[config.mk]
export PLATFORM = sky130hd
export DESIGN_NAME = reg_bank_mp_flat
export DESIGN_NICKNAME = d
export VERILOG_FILES = /design/src/rtl/reg_bank_mp_if.sv /design/src/rtl/reg_bank_mp.sv /design/src/flat_wrapper.sv
export SDC_FILE = /design/constraint.sdc
export NUM_CORES = 2
export LEC_CHECK = 0
export CORE_ASPECT_RATIO = 1.2
export CORE_MARGIN = 2
export CORE_UTILIZATION = 31
export DETAILED_ROUTE_END_ITERATION = 16
export PLACE_DENSITY = 0.56
export SLEW_MARGIN = 20
export SYNTH_ARGS = -nofsm -noshare
export SYNTH_HDL_FRONTEND = slang
export SYNTH_SLANG_ARGS = --single-unit
[constraint.sdc]
create_clock -name clk -period 6.3 [get_ports clk]
set_input_delay 0.63 -clock clk [delete_from_list [all_inputs] [get_ports clk]]
set_output_delay 0.63 -clock clk [all_outputs]
set_load 0.005 [all_outputs]
[src/rtl/reg_bank_mp_if.sv]
// Register bank port bundle: two read ports, one write port and, with
// SCOREBOARD_EN defined, the reserve/busy hazard signals.
interface reg_bank_mp_if #(
  parameter int DATA_W = 32,
  parameter int ADDR_W = 5
);
  logic [ADDR_W-1:0] busAsel;
  logic [ADDR_W-1:0] busBsel;
  logic              enOut;
  logic [DATA_W-1:0] busA;
  logic [DATA_W-1:0] busB;
  logic              rdValid;
  logic [DATA_W-1:0] busC;
  logic [ADDR_W-1:0] busCsel;
  logic              WriteC;
`ifdef SCOREBOARD_EN
  logic              reserve;
  logic [ADDR_W-1:0] reserveSel;
  logic              busyA;
  logic              busyB;

  modport master (
    output busAsel, busBsel, enOut, busC, busCsel, WriteC, reserve, reserveSel,
    input  busA, busB, rdValid, busyA, busyB
  );
  modport slave (
    input  busAsel, busBsel, enOut, busC, busCsel, WriteC, reserve, reserveSel,
    output busA, busB, rdValid, busyA, busyB
  );
`else
  modport master (
    output busAsel, busBsel, enOut, busC, busCsel, WriteC,
    input  busA, busB, rdValid
  );
  modport slave (
    input  busAsel, busBsel, enOut, busC, busCsel, WriteC,
    output busA, busB, rdValid
  );
`endif
endinterface

[src/rtl/reg_bank_mp.sv]
// General-purpose register bank: 1 write port, 2 registered read ports with
// write bypass and optional zero register. Define SCOREBOARD_EN for the busy tracker.
module reg_bank_mp #(
  parameter int DATA_W   = 32,
  parameter int DEPTH    = 32,
  parameter int ADDR_W   = 5,
  parameter int ZERO_REG = 1
) (
  input logic         clk,
  input logic         reset,
  reg_bank_mp_if.slave bus
);

  localparam logic [ADDR_W:0] DEPTH_C = (ADDR_W+1)'(DEPTH);
  localparam bit              ZERO_EN = (ZERO_REG != 0);

  logic [DATA_W-1:0] regFile_r [DEPTH];
  logic [DATA_W-1:0] busA_r;
  logic [DATA_W-1:0] busB_r;
  logic              rdValid_r;
  logic              writeOk_s;
  logic [DATA_W-1:0] rdA_s;
  logic [DATA_W-1:0] rdB_s;

  function automatic logic inRange(input logic [ADDR_W-1:0] s);
    return ({1'b0, s} < DEPTH_C);
  endfunction

  function automatic logic isZero(input logic [ADDR_W-1:0] s);
    return ZERO_EN && (s == {ADDR_W{1'b0}});
  endfunction

  // Out-of-range and zero-register selects read 0 ahead of any bypass hit.
  function automatic logic [DATA_W-1:0] readFn(
    input logic [ADDR_W-1:0] s,
    input logic [DATA_W-1:0] stored,
    input logic              wrOk,
    input logic [ADDR_W-1:0] wSel,
    input logic [DATA_W-1:0] wData
  );
    logic [DATA_W-1:0] r;
    if (isZero(s)) begin
      r = {DATA_W{1'b0}};
    end else if (!inRange(s)) begin
      r = {DATA_W{1'b0}};
    end else if (wrOk && (wSel == s)) begin
      r = wData;
    end else begin
      r = stored;
    end
    return r;
  endfunction

  // Qualify the write request against range and zero-register exclusions.
  always_comb begin
    writeOk_s = 1'b0;
    if (bus.WriteC && inRange(bus.busCsel) && !isZero(bus.busCsel)) begin
      writeOk_s = 1'b1;
    end else begin
      writeOk_s = 1'b0;
    end
  end

  // Next read data for both ports.
  always_comb begin
    rdA_s = readFn(bus.busAsel, regFile_r[bus.busAsel], writeOk_s, bus.busCsel, bus.busC);
    rdB_s = readFn(bus.busBsel, regFile_r[bus.busBsel], writeOk_s, bus.busCsel, bus.busC);
  end

  // Register file storage; reset discards any write in the same cycle.
  always_ff @(posedge clk) begin
    if (reset) begin
      for (int i = 0; i < DEPTH; i++) begin
        regFile_r[i] <= {DATA_W{1'b0}};
      end
    end else if (writeOk_s) begin
      regFile_r[bus.busCsel] <= bus.busC;
    end
  end

  // Registered read ports and read-valid strobe.
  always_ff @(posedge clk) begin
    if (reset) begin
      busA_r    <= {DATA_W{1'b0}};
      busB_r    <= {DATA_W{1'b0}};
      rdValid_r <= 1'b0;
    end else begin
      rdValid_r <= bus.enOut;
      if (bus.enOut) begin
        busA_r <= rdA_s;
        busB_r <= rdB_s;
      end
    end
  end

  assign bus.busA    = busA_r;
  assign bus.busB    = busB_r;
  assign bus.rdValid = rdValid_r;

`ifdef SCOREBOARD_EN
  logic [DEPTH-1:0] busyVec_r;
  logic [DEPTH-1:0] busyNext_s;
  logic             reserveOk_s;
  logic             busyCapA_s;
  logic             busyCapB_s;
  logic             busyA_r;
  logic             busyB_r;

  // Reported busy reflects this cycle's write clear but not this cycle's reserve.
  function automatic logic busyFn(
    input logic [ADDR_W-1:0] s,
    input logic              busyBit,
    input logic              wrOk,
    input logic [ADDR_W-1:0] wSel
  );
    logic r;
    if (isZero(s) || !inRange(s)) begin
      r = 1'b0;
    end else if (wrOk && (wSel == s)) begin
      r = 1'b0;
    end else begin
      r = busyBit;
    end
    return r;
  endfunction

  // Qualify the reserve request like a write.
  always_comb begin
    reserveOk_s = 1'b0;
    if (bus.reserve && inRange(bus.reserveSel) && !isZero(bus.reserveSel)) begin
      reserveOk_s = 1'b1;
    end else begin
      reserveOk_s = 1'b0;
    end
  end

  // Busy vector update: reserve beats a same-cycle write clear.
  always_comb begin
    busyNext_s = busyVec_r;
    for (int i = 0; i < DEPTH; i++) begin
      if (reserveOk_s && (bus.reserveSel == ADDR_W'(i))) begin
        busyNext_s[i] = 1'b1;
      end else if (writeOk_s && (bus.busCsel == ADDR_W'(i))) begin
        busyNext_s[i] = 1'b0;
      end else begin
        busyNext_s[i] = busyVec_r[i];
      end
    end
  end

  // Busy flags seen by each read port.
  always_comb begin
    busyCapA_s = busyFn(bus.busAsel, busyVec_r[bus.busAsel], writeOk_s, bus.busCsel);
    busyCapB_s = busyFn(bus.busBsel, busyVec_r[bus.busBsel], writeOk_s, bus.busCsel);
  end

  // Busy vector and registered busy outputs.
  always_ff @(posedge clk) begin
    if (reset) begin
      busyVec_r <= {DEPTH{1'b0}};
      busyA_r   <= 1'b0;
      busyB_r   <= 1'b0;
    end else begin
      busyVec_r <= busyNext_s;
      if (bus.enOut) begin
        busyA_r <= busyCapA_s;
        busyB_r <= busyCapB_s;
      end
    end
  end

  assign bus.busyA = busyA_r;
  assign bus.busyB = busyB_r;
`endif

endmodule

[src/flat_wrapper.sv]
// flat-port wrapper written by rule: the top's interface ports become plain ports
module reg_bank_mp_flat 
#(
  parameter int DATA_W   = 32,
  parameter int DEPTH    = 32,
  parameter int ADDR_W   = 5,
  parameter int ZERO_REG = 1
)
  (clk, reset, bus_busAsel, bus_busBsel, bus_enOut, bus_busC, bus_busCsel, bus_WriteC, bus_busA, bus_busB, bus_rdValid);
  reg_bank_mp_if #(.DATA_W(DATA_W), .ADDR_W(ADDR_W)) bus_i ();
  input logic clk;
  input logic reset;
  input wire logic [$bits(bus_i.busAsel)-1:0] bus_busAsel;
  input wire logic [$bits(bus_i.busBsel)-1:0] bus_busBsel;
  input wire logic [$bits(bus_i.enOut)-1:0] bus_enOut;
  input wire logic [$bits(bus_i.busC)-1:0] bus_busC;
  input wire logic [$bits(bus_i.busCsel)-1:0] bus_busCsel;
  input wire logic [$bits(bus_i.WriteC)-1:0] bus_WriteC;
  output wire logic [$bits(bus_i.busA)-1:0] bus_busA;
  output wire logic [$bits(bus_i.busB)-1:0] bus_busB;
  output wire logic [$bits(bus_i.rdValid)-1:0] bus_rdValid;
  assign bus_i.busAsel = bus_busAsel;
  assign bus_i.busBsel = bus_busBsel;
  assign bus_i.enOut = bus_enOut;
  assign bus_i.busC = bus_busC;
  assign bus_i.busCsel = bus_busCsel;
  assign bus_i.WriteC = bus_WriteC;
  assign bus_busA = bus_i.busA;
  assign bus_busB = bus_i.busB;
  assign bus_rdValid = bus_i.rdValid;
  reg_bank_mp #(.DATA_W(DATA_W), .DEPTH(DEPTH), .ADDR_W(ADDR_W), .ZERO_REG(ZERO_REG)) u_core (.clk(clk), .reset(reset), .bus(bus_i));
endmodule
==> flow_summary.toml <==
[logic_synthesis]
async_flop_share_pct = 0
ys_seq_area_share_pct = 56.46
synth_xor_area_share_pct = 0.1543
synth_ff_type = "edfxtp_1"
synthesis.area_um2 = 56770
yosys.area_share.simple_pct = 13.20
ys_warn_count = 0
ys_seq_elements = 1089
netlist.area_leader.share_pct = 54.17
syn_avg_cell_area_um2 = 15.10
synth_area_leaders = "edfxtp_1 54%, mux4_2 18%, and2_1 11%, mux2i_1 3.2%, dfxtp_1 2.3%"
synth_mux_area_share_pct = 22.10
synth_top_family_by_area = "multiplexers"
synth_edf_count = 1024
synth_top_cell_by_area = "edfxtp_1"
synth_cells = 3760
synth_compound_area_share_pct = 4.725
yosys.area_share.adder_pct = 0
ys_types = 60

[global_route]
grt_max_degree = 105
antenna_found_initial = 28
grt_pass1_vias = 35790
gr-usage-all-layers_pct = 22.40
grt_first_pass_wirelength_um = 292300
grt-ovfl-total = 0

[floorplan]
coreArea_um2 = 182500
die_w_um = 394.7
ios = 116
die-area_um2 = 186600
die_h_um = 472.8
start_util_pct = 31.11
std_cell_rows = 172

[route]
ant_nets = 0
vias = 36160
firstDrtPassIters = 5
initialDrtViolationCount = 5145
drc_errors = 0
drt-total-wl_um = 212900
wl_per_cell_um = 33.89
drt-vias-per-instance = 5.755

[setup_path]
crit_top_cell = "buf_4"
critPathMaxStageDelay_ns = 0.79
crit_path_end_kind = "register"
crit_slowest_cell = "o21ai_4"
critPathTopFamily = "buffers and inverters"
crit_start = "bus_busCsel[2]"
crit_path_max_fanout = 20
cp_cell_sequence = "clkdlybuf4s50_1 > or3_1 > nand4bb_2 > buf_4 > o21ai_4 > buf_4"
critPathRequiredTime_ns = 6.70
worst_setup_path_start_kind = "primary input"
cp_data_arrival_time_ns = 4.18
path_class = "in2reg"
path_buf_inv = 3
reg2reg_from = "u_core.regFile_r[24][1]$_SDFFCE_PN0P_"

[clocking]
cts_inserted_buffers = 114
htreeDepth = 3
root_buffer = "clkbuf_16"
ctsResizeCount = 0
postCtsHoldBufs = 0
cts.sinks = 1089
post_cts_buffers = 0
worstSkewPairLatency_ns = 0.75
clock_path_buffers = 3
cts_tree = "built"
clk_pin_slew_ns = 0.07

[layout]
nets = 3788
synthToLayoutAreaGrowth_pct = 13.82
fin_area_um2 = 64610
final_cell_mix = "1024 x edfxtp_1, 993 x and2_1, 462 x mux4_2"
drive_gt1_share_pct = 22.93
mostFrequentLayoutCell = "edfxtp_1"
final_cells = 6283

[power_and_ir_drop]
irDropWorstVdd_uv = 190.7
powerDensity_nw_per_um2 = 268.9
p_leak_uw = 0.02167

[sta]
finClkSkew_ns = 0.03213
hold_violations = 0
period_minus_slack_ns = 3.775
slew-limit-headroom_pct = 19.94
setup_viol = 0
tns_ns = 0
timing.fmax_mhz = 264.9
layout_worst_path_cycle_share_pct = 59.91
tightest_slew_ns = 1.198
rsz0062_at_grt = "false"
slew_violations = 0

[min_path]
min_from = "u_core.bus.busB[0]$_SDFFE_PP0P_"
hold_class = "reg2reg"

[place]
gp_congestion = 0.8386
placed_cell_area_um2 = 60980
dp_cells = 6056
dpl.hpwl_um = 128100
portBuffers = 115

[run_status]
status = "complete, no violations"

[flow_run]
max-cap-violations = 0
through the flow:
stage / hold slack, ns / setup WS [ns] / util, % / power (uW)
final: 0.4871 / 2.525 / 35.41 / 17370
after global routing: 0.5004 / 2.419 / 35.39 / 17790
after CTS: 0.4899 / 2.589 / 35.40 / 17410
after detailed placement: 0.4731 / 1.829 / 33.41 / 10740
after global placement: 0.4722 / 1.906 / 33.37 / 10720
after floorplan: 0.4732 / 2.015 / - / 9848
worst register-to-register path, cell delays in order, from the launching register on:
cell	delay, ns
edfxtp_1	0.41
mux4_2	0.50
a22o_1	0.25
a221oi_1	0.36
a2111oi_0	0.27
a221o_1	0.33
where the power goes:
group | leakage [uW] | switching, uW | total [uW] | internal (uW)
Combinational | 0.00961 | 1160 | 2010 | 851
Sequential | 0.0103 | 270 | 8600 | 8330
Clock | 0.00178 | 2980 | 6760 | 3780
Total | 0.0217 | 4410 | 17400 | 13000
cell type report:
| cell class | instances | area (um2) |
|---|---|---|
| fill | 17380 | 117900 |
| sequential | 1089 | 32050 |
| multi-input combinational | 2288 | 23610 |
| clock buffer | 150 | 3069 |
| tap | 2436 | 3048 |
| timing repair buffer | 242 | 2251 |
| clock inverter | 63 | 549.3 |
| antenna | 13 | 32.53 |
| inverter | 2 | 7.507 |
per-layer routing:
| layer | track usage, % | share of wire (%) |
|---|---|---|
| met3 | 5.447 | 10 |
| met5 | 0 | 0.031 |
| met1 | 30.21 | 40 |
| met2 | 35.54 | 46 |
| met4 | 7.035 | 3.2 |
sequential cells by signal, indices dropped and copies added (netlist names):
name and cells:
u_core.bus.rdValid 1, u_core.bus.busA 32, u_core.regFile_r 1024, u_core.bus.busB 32
Yosys cell counts, types with 5 or more instances:
cell type,number
nand3b_1,39
o22ai_1,56
a2111oi_0,5
o221ai_1,12
buf_6,15
mux2i_1,182
o221a_2,6
nor4b_1,9
a211oi_1,35
o21ai_0,64
and3_1,6
mux2_2,12
mux4_1,7
edfxtp_1,1024
buf_2,81
nor2_1,41
nand2_1,17
a221oi_1,11
and2_1,995
buf_4,22
nor4_1,12
nand3_1,67
a21oi_1,12
buf_1,14
dfxtp_1,65
nor2b_1,11
clkbuf_1,275
xnor2_1,10
a22oi_1,97
mux4_2,462
a221o_1,26
a22o_1,26
final timing paths:
check        depth (start not counted)                                    end  slack (ns)
max                                  6  u_core.regFile_r[24][5]$_SDFFCE_PN0P_        2.53
min                                  2        u_core.bus.busB[0]$_SDFFE_PP0P_        0.49
max reg2reg                          5        u_core.bus.busA[1]$_SDFFE_PP0P_        4.07
min reg2reg                          2        u_core.bus.busB[0]$_SDFFE_PP0P_        0.49
logic make-up after synthesis:
logic type | Yosys count
and+or+nand+nor | 1216
AOI/OAI and AO/OA | 367
DFF | 1089
xor gates and xnor gates | 10
other | 1
buffers and inverters | 414
muxes | 663
(Power assumes the default switching activity.)
